## config.mk

```make
export PLATFORM = sky130hd
export DESIGN_NAME = hv_sync_gen
export DESIGN_NICKNAME = d
export VERILOG_FILES = /design/src/rtl/hv_sync_pkg.sv /design/src/rtl/hv_sync_axis.sv /design/src/rtl/hv_sync_gen.sv
export SDC_FILE = /design/constraint.sdc
export NUM_CORES = 1
export LEC_CHECK = 0
export CELL_PAD_IN_SITES_DETAIL_PLACEMENT = 0
export CELL_PAD_IN_SITES_GLOBAL_PLACEMENT = 1
export CORE_AREA = 3 3 79 81
export CTS_CLUSTER_SIZE = 24
export DETAILED_ROUTE_END_ITERATION = 10
export DIE_AREA = 0 0 82 84
export HOLD_SLACK_MARGIN = 0.02
export PLACE_DENSITY = 0.76
export REMOVE_ABC_BUFFERS = 1
export SYNTH_ARGS = -nofsm -noshare
export SYNTH_HDL_FRONTEND = slang
export SYNTH_HIERARCHICAL = 1
export SYNTH_SLANG_ARGS = --single-unit
```

## constraint.sdc

```tcl
create_clock -name clk -period 2.3 [get_ports clk]
set_input_delay 0.345 -clock clk [delete_from_list [all_inputs] [get_ports clk]]
set_output_delay 0.345 -clock clk [all_outputs]
set_load 0.02 [all_outputs]
```

## src/rtl/hv_sync_pkg.sv

```systemverilog
// Shared timing defaults, position type and window helper for the VGA raster generator.
// Default values describe 640x480@60Hz from a 25 MHz pixel clock.
package hv_sync_pkg;

  typedef logic [31:0] hv_pos_t;

  localparam int unsigned H_VISIBLE_DEF = 640;
  localparam int unsigned H_FRONT_DEF   = 16;
  localparam int unsigned H_SYNC_DEF    = 96;
  localparam int unsigned H_BACK_DEF    = 48;
  localparam int unsigned H_TOTAL_DEF   = H_VISIBLE_DEF + H_FRONT_DEF + H_SYNC_DEF + H_BACK_DEF;

  localparam int unsigned V_VISIBLE_DEF = 480;
  localparam int unsigned V_FRONT_DEF   = 10;
  localparam int unsigned V_SYNC_DEF    = 2;
  localparam int unsigned V_BACK_DEF    = 33;
  localparam int unsigned V_TOTAL_DEF   = V_VISIBLE_DEF + V_FRONT_DEF + V_SYNC_DEF + V_BACK_DEF;

  // Half-open window test: lo <= pos < hi.
  function automatic logic in_range(hv_pos_t pos, hv_pos_t lo, hv_pos_t hi);
    return (pos >= lo) && (pos < hi);
  endfunction

endpackage

```

## src/rtl/hv_sync_axis.sv

```systemverilog
// One raster axis: wrapping position counter plus registered sync and visible decode.
// Outputs are decoded from the next count so they line up with the count they accompany.
module hv_sync_axis
  import hv_sync_pkg::*;
#(
  parameter int unsigned VISIBLE = H_VISIBLE_DEF,
  parameter int unsigned FRONT   = H_FRONT_DEF,
  parameter int unsigned SYNC    = H_SYNC_DEF,
  parameter int unsigned BACK    = H_BACK_DEF,
  parameter logic        POL     = 1'b0,
  localparam int unsigned TOTAL  = VISIBLE + FRONT + SYNC + BACK,
  localparam int unsigned CW     = $clog2(TOTAL)
) (
  input  logic          clk,
  input  logic          rst_n,
  input  logic          advance,
  output logic [CW-1:0] count,
  output logic          wrap,
  output logic          sync,
  output logic          visible
);

  localparam hv_pos_t       SYNC_LO = hv_pos_t'(VISIBLE + FRONT);
  localparam hv_pos_t       SYNC_HI = hv_pos_t'(VISIBLE + FRONT + SYNC);
  localparam hv_pos_t       VIS_END = hv_pos_t'(VISIBLE);
  localparam logic [CW-1:0] LAST    = CW'(TOTAL - 1);

  logic          at_last;
  logic [CW-1:0] count_next;

  assign at_last = (count == LAST);
  assign wrap    = advance && at_last;

  always_comb begin
    // NOTE: default assignment first so no path leaves count_next unassigned (no latch).
    count_next = count;
    if (advance) begin
      count_next = at_last ? '0 : count + 1'b1;
    end
  end

  // Position 0 is visible and outside the sync window, so reset values match count = 0.
  always_ff @(posedge clk or negedge rst_n) begin
    if (!rst_n) begin
      count   <= '0;
      sync    <= ~POL;
      visible <= 1'b1;
    end else begin
      // NOTE: non-blocking assignments keep every register sampling pre-edge values.
      count   <= count_next;
      sync    <= in_range(hv_pos_t'(count_next), SYNC_LO, SYNC_HI) ? POL : ~POL;
      visible <= (hv_pos_t'(count_next) < VIS_END);
    end
  end

endmodule

```

## src/rtl/hv_sync_gen.sv

```systemverilog
// VGA raster timing generator: free-running X/Y counters, h/v sync and display-area flag.
// Define HV_SYNC_FRAME_PULSE_EN to add a one-cycle frame_start pulse at position (0,0).
module hv_sync_gen
  import hv_sync_pkg::*;
#(
  parameter int unsigned H_VISIBLE  = H_VISIBLE_DEF,
  parameter int unsigned H_FRONT    = H_FRONT_DEF,
  parameter int unsigned H_SYNC     = H_SYNC_DEF,
  parameter int unsigned H_BACK     = H_BACK_DEF,
  parameter int unsigned V_VISIBLE  = V_VISIBLE_DEF,
  parameter int unsigned V_FRONT    = V_FRONT_DEF,
  parameter int unsigned V_SYNC     = V_SYNC_DEF,
  parameter int unsigned V_BACK     = V_BACK_DEF,
  parameter logic        H_SYNC_POL = 1'b0,
  parameter logic        V_SYNC_POL = 1'b0
) (
  input  logic    clk,
  input  logic    rst_n,
  output logic    vga_h_sync,
  output logic    vga_v_sync,
  output logic    inDisplayArea,
  output hv_pos_t CounterX,
  output hv_pos_t CounterY
`ifdef HV_SYNC_FRAME_PULSE_EN
  ,
  output logic    frame_start
`endif
);

  localparam int unsigned H_TOTAL = H_VISIBLE + H_FRONT + H_SYNC + H_BACK;
  localparam int unsigned V_TOTAL = V_VISIBLE + V_FRONT + V_SYNC + V_BACK;
  localparam int unsigned HCW     = $clog2(H_TOTAL);
  localparam int unsigned VCW     = $clog2(V_TOTAL);

  logic [HCW-1:0] h_count;
  logic [VCW-1:0] v_count;
  logic           h_wrap;
  logic           v_wrap;
  logic           h_visible;
  logic           v_visible;

  hv_sync_axis #(
    .VISIBLE (H_VISIBLE),
    .FRONT   (H_FRONT),
    .SYNC    (H_SYNC),
    .BACK    (H_BACK),
    .POL     (H_SYNC_POL)
  ) u_h_axis (
    .clk     (clk),
    .rst_n   (rst_n),
    .advance (1'b1),
    .count   (h_count),
    .wrap    (h_wrap),
    .sync    (vga_h_sync),
    .visible (h_visible)
  );

  // Vertical axis steps only at end of line, which keeps vsync line-granular.
  hv_sync_axis #(
    .VISIBLE (V_VISIBLE),
    .FRONT   (V_FRONT),
    .SYNC    (V_SYNC),
    .BACK    (V_BACK),
    .POL     (V_SYNC_POL)
  ) u_v_axis (
    .clk     (clk),
    .rst_n   (rst_n),
    .advance (h_wrap),
    .count   (v_count),
    .wrap    (v_wrap),
    .sync    (vga_v_sync),
    .visible (v_visible)
  );

  assign inDisplayArea = h_visible && v_visible;
  assign CounterX      = hv_pos_t'(h_count);
  assign CounterY      = hv_pos_t'(v_count);

`ifdef HV_SYNC_FRAME_PULSE_EN
  // v_wrap marks the edge into (0,0); reset leaves it low, so no pulse right after release.
  always_ff @(posedge clk or negedge rst_n) begin
    if (!rst_n) begin
      frame_start <= 1'b0;
    end else begin
      frame_start <= v_wrap;
    end
  end
`else
  logic unused_v_wrap;
  assign unused_v_wrap = v_wrap;
`endif

endmodule

```

==> metrics.md <==
| Metric | Value |
|---|---|
| Result of the run | `completed` |
| Critical path's largest stage delay | `0.42 ns` |
| Area growth syn-to-layout | `14.85%` |
| Antenna violations before repair | `0` |
| TritonCTS clock tree | `built` |
| Worst R2R Start | `u_h_axis/count[0]$_DFF_PN0_` |
| Arrival time at the worst endpoint | `2.24 ns` |
| # diodes | `0` |
| Core area | `5540 um^2` |
| Most common cell after layout, fill and taps aside | `conb_1` |
| Most used DFF post-synth | `dfrtp_1` |
| Commonest cells after routing, fill and taps aside | `conb_1 (52), clkdlybuf4s50_1 (24), dfrtp_1 (20)` |
| Endpoint kind of the worst setup timing path | `flip-flop` |
| Async set-reset flop share out of synthesis | `100.0%` |
| Iteration-0 DRC count of the detailed router | `49` |
| Clock latency on the worst-skew pair | `0.27 ns` |
| Fin Clk Skew | `0.001742 ns` |
| Remaining antenna violation count | `0` |
| Kind of start point of the critical path | `flip-flop` |
| Highest routed layer | `met4` |
| Worst-path clk slew | `0.09 ns` |
| Total stage count of the critical path | `8` |
| Critical path class | `reg2reg` |
| Mapped cell area | `1769 um^2` |
| Overall Global Routing Usage | `10.81%` |
| Capture point of the worst path | `u_v_axis/visible$_DFF_PN1_` |
| Via count | `1317` |
| Wire length on met1 | `1.566 mm` |
| Initial core utilization | `31.93%` |
| Routed wire length on met2 | `1.643 mm` |
| Number of buffers created by CTS | `3` |
| Flop2flop setup slack | `0.27 ns` |
| Finished Core Util | `36.68%` |
| Wire length of the first global-routing pass | `5.782 mm` |
| Fraction of the yosys area taken by sequential cells | `34.23%` |
| Start point of the critical path | `u_h_axis/count[0]$_DFF_PN0_` |
| Syn. warnings | `6` |
| Number of enable flip-flop cells after synthesis | `0` |
| Number of max-capacitance violations reported | `0` |
| Endpoint of the lowest-slack register-to-register path | `u_v_axis/visible$_DFF_PN1_` |
| Post-synthesis instance total | `193` |
| Setup violations, final | `0` |
| Slowest cell on the critical path | `dfrtp_1` |
| Post-layout minimum cycle time | `2.029 ns` |
| DRT Pass-1 Iters | `4` |
| Via count of the first global-routing pass | `1189` |
| Crit path required time | `2.51 ns` |
| Unrepaired setup endpoints after global routing | `no` |
| Buffers inserted by post-CTS timing repair | `0` |
| CTS Buffer Depth | `2` |
| Worst Reg-to-Reg Cells | `8` |
| Power, Total | `1.277 mW` |
| Number of buffer cells added on primary ports | `24` |
| Clk sinks | `24` |
| CTS Hold Bufs | `0` |
| Crit path cell chain | `ha_1, nand4_1, nor2_2, nand3_1, nor2_1, nand3b_1, a32oi_1, o21ba_1` |
| Sum of buffers and inverters on the critical path | `0` |
| Worst hold slack | `0.4266 ns` |
| Cell Pwr Density | `628.3 nW/um^2` |
| Max-slew violation total from the final report | `0` |
| Worst voltage drop across the vdd grid | `0.2299 mV` |
| Worst-path fanout max | `5` |
| Cell type group with the largest total delay on the critical path | `simple AND/OR/NAND/NOR gates` |
| Die Span Y | `84 um` |
| Final HPWL DP | `2.687 mm` |
| Overall die area | `6888 um^2` |
| Synthesized flop and latch total | `24` |
| Fillers | `555` |
| Fin. Hold Viols | `0` |
| H-tree depth | `1` |
| Distinct cell type count after synthesis | `48` |
| Resize count post-CTS | `0` |
| Std-Cell Rows | `27` |
| Final Net Count | `233` |
| Detail-routed net length per standard cell | `11.71 um` |
| Aggregate routed wire length | `3.500 mm` |
| Path class of the lowest-slack min-delay path | `in2async` |
| Leakage | `0.8943 nW` |
| Wire length on met3 | `219 um` |
| Share of cells above drive strength 1 | `10.57%` |
| CTS Root Cell | `clkbuf_8` |
| Least setup slack across all paths after layout | `0.2711 ns` |
| Worst-case setup slack after placement | `0.2392 ns` |
| Largest net degree at the start of global routing | `25` |
| I/O pin count | `69` |
| Final routed DRC violation total | `0` |
| Portion of the clock cycle consumed by the worst path in the final layout | `88.21%` |
| Synthesized area per cell | `9.167 um^2` |
| Die Wd | `82 um` |
| Fmax achieved | `492.9 MHz` |
| Global placement routability congestion | `0.8027` |
| Via/cell ratio | `4.405` |
| Congestion Overflow GR | `0` |
registers in the layout (all words and copies together), names as in the netlist:
register / count
u_v_axis/sync: 1
u_h_axis/sync: 1
u_h_axis/visible: 1
u_v_axis/count: 10
u_v_axis/visible: 1
u_h_axis/count: 10
synth_stat cells (3+ instances only):
| master | number | area, um^2 |
|---|---|---|
| nor3_1 | 4 | 20.02 |
| nand3_1 | 11 | 55.05 |
| dfstp_2 | 4 | 105.1 |
| buf_4 | 46 | 345.3 |
| dfrtp_1 | 20 | 500.5 |
| a21o_1 | 3 | 22.52 |
| xnor2_1 | 11 | 96.34 |
| ha_1 | 3 | 37.54 |
| nor2_1 | 15 | 56.30 |
| inv_1 | 8 | 30.03 |
| xor2_1 | 3 | 26.28 |
| o21ai_0 | 8 | 40.04 |
| nand2_1 | 10 | 37.54 |
| nand4_1 | 3 | 18.77 |
per-layer routing:
metal / track usage, % / vias to the layer above
li1: - / 630
met1: 14.98 / 622
met2: 16.24 / 60
met3: 1.620 / 5
met4: 4.985 / 0
met5: 0 / -
worst register-to-register path: stages (launching register included):
cell and delay (ns):
dfrtp_1 0.42, ha_1 0.23, nand4_1 0.15, nor2_2 0.20, nand3_1 0.23, nor2_1 0.22, nand3b_1 0.10, a32oi_1 0.24
o21ba_1 0.18
report_power, final:
part | leakage (nW) | switching, mW | internal [mW] | total, mW
combinational | 0.569 | 0.241 | 0.148 | 0.389
sequential | 0.290 | 0.0524 | 0.464 | 0.516
clock | 0.0357 | 0.139 | 0.233 | 0.371
worst min-delay path by stage:
stage / endpoint / cells after the start / slack (ns) / startpoint
after floorplan: u_h_axis/count[0]$_DFF_PN0_ / 0 / 0.05 / rst_n
final: u_h_axis/count[1]$_DFF_PN0_ / 2 / 0.43 / rst_n
after CTS: u_v_axis/count[3]$_DFF_PN0_ / 2 / 0.44 / rst_n
after global routing: u_v_axis/count[3]$_DFF_PN0_ / 2 / 0.46 / rst_n
after global placement: u_h_axis/count[0]$_DFF_PN0_ / 1 / 0.52 / u_h_axis/count[0]$_DFF_PN0_
after detailed placement: u_h_axis/count[0]$_DFF_PN0_ / 1 / 0.55 / u_h_axis/count[0]$_DFF_PN0_
cells by family after synthesis:
logic type | Yosys count | synth area share [%]
AOI/OAI and AO/OA | 25 | 9.548
and+or+nand+nor | 65 | 22.91
adders and majority gates | 3 | 2.122
other | 2 | 0.4245
buffers and inverters | 59 | 23.27
muxes | 1 | 0.5658
DFF | 24 | 34.23
xor gates and xnor gates | 14 | 6.931
final cells by class:
cell class / instances / area [um^2] / share of cell area [%]
multi-input combinational: 160 / 942.2 / 46.37
clock inverter: 1 / 30.03 / 1.478
clock buffer: 3 / 41.29 / 2.032
inverter: 8 / 30.03 / 1.478
tap: 72 / 90.09 / 4.433
timing repair buffer: 31 / 292.8 / 14.41
sequential: 24 / 605.6 / 29.80
through the flow:
| step | instances | setup TNS (ns) | cell area (um^2) |
|---|---|---|---|
| floorplan | 192 | -0.3685 | 1575 |
| global placement | 295 | 0 | 1958 |
| detailed placement | 295 | 0 | 1958 |
| CTS | 299 | 0 | 2029 |
| global route | 299 | 0 | 2032 |
| finish | 299 | 0 | 2032 |
Power figures use the tool's default switching activity.
